`src/rtl/fdiv_pkg.sv`:
```
// Shared types and helpers for the fractional-divider period meter.
`timescale 1ns/1ps
package fdiv_pkg;

    localparam int unsigned DEF_CNT_W       = 16;
    localparam int unsigned DEF_EDGES       = 2;
    localparam int unsigned DEF_TIMEOUT     = 1023;
    localparam int unsigned DEF_SYNC_STAGES = 2;

    // Widest counter the saturating helper supports.
    localparam int unsigned SAT_W = 32;

    typedef enum logic [1:0] {
        IDLE,
        ARM,
        MEAS,
        DONE
    } state_t;

    // Increment that sticks at max_val instead of wrapping.
    function automatic logic [SAT_W-1:0] sat_inc(
        input logic [SAT_W-1:0] val,
        input logic [SAT_W-1:0] max_val
    );
        return (val >= max_val) ? max_val : val + SAT_W'(1);
    endfunction

endpackage

```
`src/rtl/fdiv_sync_edge.sv`:
```
// Multi-flop synchroniser for the clock under test plus a rising-edge detector.
`timescale 1ns/1ps
module fdiv_sync_edge #(
    parameter int unsigned STAGES = 2
) (
    input  logic clk,
    input  logic clr,
    input  logic sig_in,
    output logic s_sync,
    output logic rise
);

    logic [STAGES-1:0] sync_q;
    logic              s_prev;

    always_ff @(posedge clk or posedge clr) begin
        if (clr) begin
            sync_q <= '0;
            s_prev <= 1'b0;
        end else begin
            sync_q <= {sync_q[STAGES-2:0], sig_in};
            s_prev <= sync_q[STAGES-1];
        end
    end

    assign s_sync = sync_q[STAGES-1];
    assign rise   = s_sync & ~s_prev;

endmodule

```
`src/rtl/fdiv_meter.sv`:
```
// Accumulates clk cycles over EDGES rising-edge intervals of a divided clock.
// Optional duty measurement (high_sum port) enabled by FDIV_METER_DUTY_MEAS_EN.
`timescale 1ns/1ps
module fdiv_meter
    import fdiv_pkg::*;
#(
    parameter int unsigned CNT_W       = DEF_CNT_W,
    parameter int unsigned EDGES       = DEF_EDGES,
    parameter int unsigned TIMEOUT     = DEF_TIMEOUT,
    parameter int unsigned SYNC_STAGES = DEF_SYNC_STAGES
) (
    input  logic             clk,
    input  logic             clr,
    input  logic             start,
    input  logic             sig_in,
    output logic             busy,
    output logic             done,
    output logic [CNT_W-1:0] period_sum,
    output logic             timeout_err,
    output logic             ovf_err
`ifdef FDIV_METER_DUTY_MEAS_EN
    ,
    output logic [CNT_W-1:0] high_sum
`endif
);

    localparam int unsigned      EW       = (EDGES < 2) ? 1 : $clog2(EDGES);
    localparam logic [CNT_W-1:0] CNT_MAX  = '1;
    localparam logic [CNT_W-1:0] GAP_LAST = CNT_W'(TIMEOUT - 1);
    localparam logic [EW-1:0]    EDGE_END = EW'(EDGES - 1);

    state_t           state;
    logic [CNT_W-1:0] acc;
    logic [CNT_W-1:0] gap;
    logic [EW-1:0]    edge_cnt;
    logic             rise;

    logic [CNT_W-1:0] acc_inc;
    logic [CNT_W-1:0] gap_inc;
    logic             acc_sat;
    logic             timeout_hit;
    logic             last_edge;

`ifdef FDIV_METER_DUTY_MEAS_EN
    logic             s_sync;
    logic [CNT_W-1:0] high_acc;
    logic [CNT_W-1:0] high_inc;
    logic             high_sat;
`else
    logic             unused_s_sync;
`endif

    fdiv_sync_edge #(
        .STAGES (SYNC_STAGES)
    ) u_sync (
        .clk    (clk),
        .clr    (clr),
        .sig_in (sig_in),
`ifdef FDIV_METER_DUTY_MEAS_EN
        .s_sync (s_sync),
`else
        .s_sync (unused_s_sync),
`endif
        .rise   (rise)
    );

    // Counter arithmetic shared by the state machine.
    assign acc_inc     = CNT_W'(sat_inc(SAT_W'(acc), SAT_W'(CNT_MAX)));
    assign acc_sat     = (acc == CNT_MAX);
    assign gap_inc     = gap + CNT_W'(1);
    assign timeout_hit = (gap == GAP_LAST);
    assign last_edge   = (edge_cnt == EDGE_END);

`ifdef FDIV_METER_DUTY_MEAS_EN
    assign high_inc = CNT_W'(sat_inc(SAT_W'(high_acc), SAT_W'(CNT_MAX)));
    assign high_sat = (high_acc == CNT_MAX);
`endif

    // Measurement sequencer; a rise always wins over a coincident timeout.
    always_ff @(posedge clk or posedge clr) begin
        if (clr) begin
            state       <= IDLE;
            busy        <= 1'b0;
            done        <= 1'b0;
            period_sum  <= '0;
            timeout_err <= 1'b0;
            ovf_err     <= 1'b0;
            acc         <= '0;
            gap         <= '0;
            edge_cnt    <= '0;
`ifdef FDIV_METER_DUTY_MEAS_EN
            high_acc    <= '0;
            high_sum    <= '0;
`endif
        end else begin
            done <= 1'b0;
            case (state)
                IDLE: begin
                    if (start) begin
                        acc         <= '0;
                        gap         <= '0;
                        edge_cnt    <= '0;
                        timeout_err <= 1'b0;
                        ovf_err     <= 1'b0;
`ifdef FDIV_METER_DUTY_MEAS_EN
                        high_acc    <= '0;
                        high_sum    <= '0;
`endif
                        busy        <= 1'b1;
                        state       <= ARM;
                    end
                end
                ARM: begin
                    if (rise) begin
                        gap      <= '0;
                        edge_cnt <= '0;
                        state    <= MEAS;
                    end else if (timeout_hit) begin
                        timeout_err <= 1'b1;
                        busy        <= 1'b0;
                        state       <= DONE;
                    end else begin
                        gap <= gap_inc;
                    end
                end
                MEAS: begin
                    acc <= acc_inc;
                    if (acc_sat) begin
                        ovf_err <= 1'b1;
                    end
`ifdef FDIV_METER_DUTY_MEAS_EN
                    if (s_sync) begin
                        high_acc <= high_inc;
                        if (high_sat) begin
                            ovf_err <= 1'b1;
                        end
                    end
`endif
                    if (rise) begin
                        gap      <= '0;
                        edge_cnt <= edge_cnt + EW'(1);
                        if (last_edge) begin
                            busy  <= 1'b0;
                            state <= DONE;
                        end
                    end else if (timeout_hit) begin
                        timeout_err <= 1'b1;
                        busy        <= 1'b0;
                        state       <= DONE;
                    end else begin
                        gap <= gap_inc;
                    end
                end
                DONE: begin
                    done       <= 1'b1;
                    period_sum <= acc;
`ifdef FDIV_METER_DUTY_MEAS_EN
                    high_sum   <= high_acc;
`endif
                    state      <= IDLE;
                end
                default: begin
                    busy  <= 1'b0;
                    state <= IDLE;
                end
            endcase
        end
    end

endmodule

```
`config.mk`:
```
export PLATFORM = sky130hd
export DESIGN_NAME = fdiv_meter
export DESIGN_NICKNAME = d
export VERILOG_FILES = /design/src/rtl/fdiv_pkg.sv /design/src/rtl/fdiv_sync_edge.sv /design/src/rtl/fdiv_meter.sv
export SDC_FILE = /design/constraint.sdc
export NUM_CORES = 1
export LEC_CHECK = 0
export ABC_AREA = 1
export CAP_MARGIN = 40
export CORE_MARGIN = 4
export CORE_UTILIZATION = 45
export CTS_BUF_LIST = sky130_fd_sc_hd__clkbuf_8
export CTS_CLUSTER_SIZE = 10
export DETAILED_ROUTE_END_ITERATION = 7
export HOLD_SLACK_MARGIN = 0.03
export PLACE_DENSITY = 0.62
export SLEW_MARGIN = 40
export SYNTH_ARGS = -nofsm -noshare
export SYNTH_HDL_FRONTEND = slang
export SYNTH_SLANG_ARGS = --single-unit
```
`constraint.sdc`:
```
create_clock -name clk -period 2.7 [get_ports clk]
set_input_delay 0.81 -clock clk [delete_from_list [all_inputs] [get_ports clk]]
set_output_delay 0.81 -clock clk [all_outputs]
set_load 0.01 [all_outputs]
```
# --- Word-level counts from Yosys, hierarchy flattened ---
# Index checks and enable logic that the tools add are counted.
totals:
  ff_bits: 58
  input_bits: 4
classes:
  n_addsub: 3
  magnitude_cmp: 1
  eq_ne: 14
  muxes: 28
  bitwise_logic: 2
  reduce_logical: 12
ops:
  columns: ["cell", "n"]
  rows:
  - ["$mux 16", 4]
  - ["$pmux 16 s2", 2]
  - ["$add 16x1->16 const B", 2]
  - ["$eq 16x10->1 const B", 1]
  - ["$eq 16x16->1 const B", 1]
  - ["$ge 16x16->1 const B", 1]
  - ["$mux 1", 12]
  - ["$ne 2x2->1 const B", 6]
  - ["$reduce_and 4->1", 3]
  - ["$mux 2", 5]
  - ["$pmux 2 s4", 1]
  - ["$ne 3x3->1 const B", 2]
  - ["$pmux 1 s3", 2]
  - ["$reduce_and 3->1", 2]
  - ["$eq 2x2->1 const B", 2]
  - ["$pmux 1 s2", 2]
  - ["$reduce_and 2->1", 2]
  - ["$reduce_bool 2->1", 2]
  - ["$reduce_bool 3->1", 1]
  - ["$eq 2x1->1 const B", 1]
  - ["$logic_not 2->1", 1]
  - ["$ne 2x1->1 const B", 1]
  - ["$reduce_or 2->1", 1]
  - ["$add 1x1->1 const B", 1]
  - ["2 further kinds", 2]

# --- Longest topological paths before layout ---
depth:
  depth_word: 4
  mapped_depth: 11
  depth_no_buf: 10

# --- Hierarchy ---
# Synthesis repeated with hierarchy kept, for this count alone.
unflattened:
  hier_cells: 436
  area_unflattened_um2: 3195.6
by_module_without_submodules:
  columns: ["module", "n_inst", "cells_each", "area_each_um2"]
  rows:
  - ["fdiv_meter", 1, 430, 3106.7]
  - ["fdiv_sync_edge", 1, 6, 88.8]

# --- Worst setup path after synthesis ---
# No wires, ideal clock.
synth_timing:
  path_kind: "register to register"
  startpoint: "register state[0]"
  endpoint: "register gap[10]"
  arrival_ps: 1638
  setup_slack_ps: 945
  stages_incl_launch_ff: 12
  cell_sequence: "dfrtp_1 > inv_1 > ha_1 > buf_4 > inv_1 > nor2_1 > nand3_2 > nand2_4 > inv_2 > buf_6 > nand3_1 > nand2_1"
synth_via:
  elab_chain_len: 4
synth_rtl:
  columns: ["element", "line_no", "rtl"]
  rows:
  - ["start, declared", "fdiv_meter.sv:32", "state_t state;"]
  - ["start signal, assigned", "fdiv_meter.sv:82", "state <= IDLE;"]
  - ["start signal, assigned", "fdiv_meter.sv:110", "state <= ARM;"]
  - ["start signal, assigned", "fdiv_meter.sv:117", "state <= MEAS;"]
  - ["$eq 2x2->1 or $eq 2x1->1 (tied branches)", "fdiv_meter.sv:97", "case (state)"]
  - ["$reduce_or 2->1 (no source line)", null, null]
  - ["$ne 3x3->1 (no source line) or $reduce_bool 2->1 (tied branches)", null, null]
  - ["$reduce_and 3->1 (no source line)", null, null]
  - ["end signal, assigned", "fdiv_meter.sv:123", "gap <= gap_inc;"]
  - ["end signal, assigned", "fdiv_meter.sv:151", "gap <= gap_inc;"]
  - ["end, declared", "fdiv_meter.sv:34", "logic [CNT_W-1:0] gap;"]
# Several ways; a longest one is shown, not always the timed one.
# A chain may end at the register's enable or synchronous reset.

# --- Worst setup path in the final report ---
layout_timing:
  startpoint: "register state[1]"
  endpoint: "register gap[3]"
# Same word-level chain as after synthesis.

==> impl_results.md <==
- Status: finished clean
- Hold path start: u_sync.sync_q[0]
- GPL Wtd Cong: 0.873
- Number of placement rows: 30
- Initial Util: 47.0%
- Most frequent cells in the layout: nand2_1, dfrtp_1, inv_1
- Cell count after placement: 547
- Congestion Overflow GR: 0
- Die span in x: 92.7 um
- Post-route insts no fill: 563
- Post-Syn Area: 3230 um^2
- Fill cells: 672
- GR Util met3: 4.14%
- Count of state elements after synthesis: 58
- CTS tree: done
- Worst r2r src: state[1]
- Power Total: 2430 uW
- Max Cap Violations: 0
- Cell area power density: 645 nW/um^2
- GR Layer Usage met1: 25.4%
- Core area: 6870 um^2
- CP Capture Type: flop
- Pre-CTS setup slack: 0.285 ns
- WS Path Type: flop to flop
- Final hold vios: 0
- Drt drc: 0
- Clock Skews: 0.00879 ns
- Crit Path Max Fanout: 16
- Hold Path Sink: u_sync.sync_q[1]
- Static leakage: 0.00182 uW
- H-tree depth: 3
- Worst setup margin: 0.582 ns
- HP Class: flop to flop
- Global routing usage on met2: 31.1%
- Most common cell after layout, fill and taps aside: nand2_1
- Req. time, crit path: 2.92 ns
- Nets: 473
- First-pass GRT wire length: 13.2 mm
- TritonCTS Sinks: 58
- Reg2reg end: gap[3]
- I/O Pins: 24
- Worst slew margin: 58.7%
- Post-CTS sizing: 0
- Syn-to-layout area delta: 16.8%
- Initial antenna violation count: 0
- Via count: 2,802
- Synth Warn #: 0
- Worst setup path startpoint: state[1]
- Sequential fraction of the synthesis area: 45.0%
- Clk buf depth: 2
- Count of cell types in the netlist: 30
- PortBufs: 23
- Hold bufs inserted after CTS: 0
- Detail Placement HPWL: 5.07 mm
- Reg2reg setup slack: 0.58 ns
- Antenna diodes: 0
- Mapped Cells: 431
- EDFF count, synth: 0
- GRT busiest layer: met2
- Worst Path Arrival: 2.33 ns
- Max frequency: 472 MHz
- Syn_nets: 442
- TritonCTS Buffers: 9
- Total track usage: 19.3%
- RSZ-0062 raised after global routing: false
- Worst-margin pin slew: 0.619 ns
- DR iter-0 viols: 138
- WL/cell: 13.1 um
- Minimum clock period: 2.12 ns
- Final period util: 78.4%
- R2R cell count: 9
- Post-synth ARST share: 100%
- Root buffer selected by CTS: clkbuf_8
- Hold Crit Depth: 0
- Final TNS setup: 0 ns
- Most frequently used flop master after synthesis: dfrtp_1
- CP Launch Type: flop
- Clk_lat worst skew: 0.35 ns
- Final ANT Viol Nets: 0
- Worst IR Drop VDD: 0.356 mV
- Vias in the first global route: 2,747
- Hold WS: 0.353 ns
- Die Y: 92.7 um
- Mapped Avg Cell Area: 7.49 um^2
- Slew Viols, Final: 0
- Vias per inst: 4.98
- Largest net degree at the start of global routing: 59
- Detailed Routing Iterations Pass 1: 4
- Reg clk slew, reported paths: 0.06 ns
- # setup viols final: 0
- Layout cell share with drive strength beyond 1: 7.71%
- Post-CTS Setup Inserts: 0
- Die Area: 8590 um^2
- Final wirelength: 7.36 mm
-- flip-flops by register name (all words and copies together), names as in the netlist --
signal / count
busy: 1
period_sum: 16
gap: 16
done: 1
acc: 16
edge_cnt: 1
timeout_err: 1
state: 2
u_sync.s_prev: 1
ovf_err: 1
u_sync.sync_q: 2
-- power by group --
part	switching, uW	internal (uW)	total (uW)
Combinational	452	232	684
Clock	351	399	750
Sequential	57.5	939	997
-- area by class of cell --
cell class | count | area, um^2 | area share, %
clock buffers | 12 | 165 | 4.38
well taps | 96 | 120 | 3.19
multi-input cells | 313 | 1540 | 40.8
repair buffers | 28 | 280 | 7.44
clock inverters | 4 | 17.5 | 0.465
inverters | 52 | 195 | 5.18
flip-flops and latches | 58 | 1450 | 38.5
-- synthesized netlist by cell type (2+ instances only) --
master      n  share of area (%)
ha_1        7                2.7
inv_2       2               0.23
clkbuf_1    5               0.58
nand3_2     2               0.62
nand3_1    37                5.7
xor2_1     10                2.7
o211ai_1    2               0.47
nor2_4      2               0.70
a22oi_1     2               0.47
nand4_1    13                2.5
nand2_1   141                 16
inv_1      49                5.7
xnor2_1     4                1.1
o21ai_0    35                5.4
dfrtp_1    58                 45
nor3_1      5               0.78
nor2_1     39                4.5
buf_4       2               0.47
nand2_2     3               0.58
nor2_2      3               0.58
-- critical path, cell delays in order (launching register included) --
cell     delay [ns]
dfrtp_1        0.42
inv_1          0.09
ha_1           0.54
inv_1          0.11
nor2_1         0.24
nand3_2        0.12
nand2_4        0.14
inv_2          0.16
nand2_1        0.08
o21ai_0        0.08
-- through the flow --
stage | utilization, % | instance area (um^2)
after floorplan | - | 3230
after global placement | 52.1 | 3580
after detailed placement | 52.2 | 3580
after CTS | 54.8 | 3770
after global routing | 54.8 | 3770
final | 54.8 | 3770
-- per-layer routing --
metal | routed length, um | part of all wire, %
met1 | 3420 | 47
met2 | 3530 | 48
met3 | 252 | 3.4
met4 | 150 | 2.0
met5 | 0 | 0
-- worst max path at each step --
stage,slack [ns],end,cells past startpoint
2_1_floorplan,0.46,acc[0],1
3_3_place_gp,0.22,acc[8],5
3_5_place_dp,0.28,gap[6],7
4_1_cts,0.56,gap[3],9
5_1_grt,0.39,gap[4],8
6_report,0.58,gap[3],9
-- logic make-up (layout without fill, tap and decap cells) --
family / Yosys count / after routing / synth area share [%]
DFF: 58 / 58 / 45.0
AOI/OAI and AO/OA: 42 / 42 / 7.02
adders and majority gates: 7 / 7 / 2.71
buffers and inverters: 60 / 96 / 7.44
xor gates and xnor gates: 14 / 14 / 3.80
and+or+nand+nor: 250 / 250 / 34.0
Power figures use the tool's default switching activity.
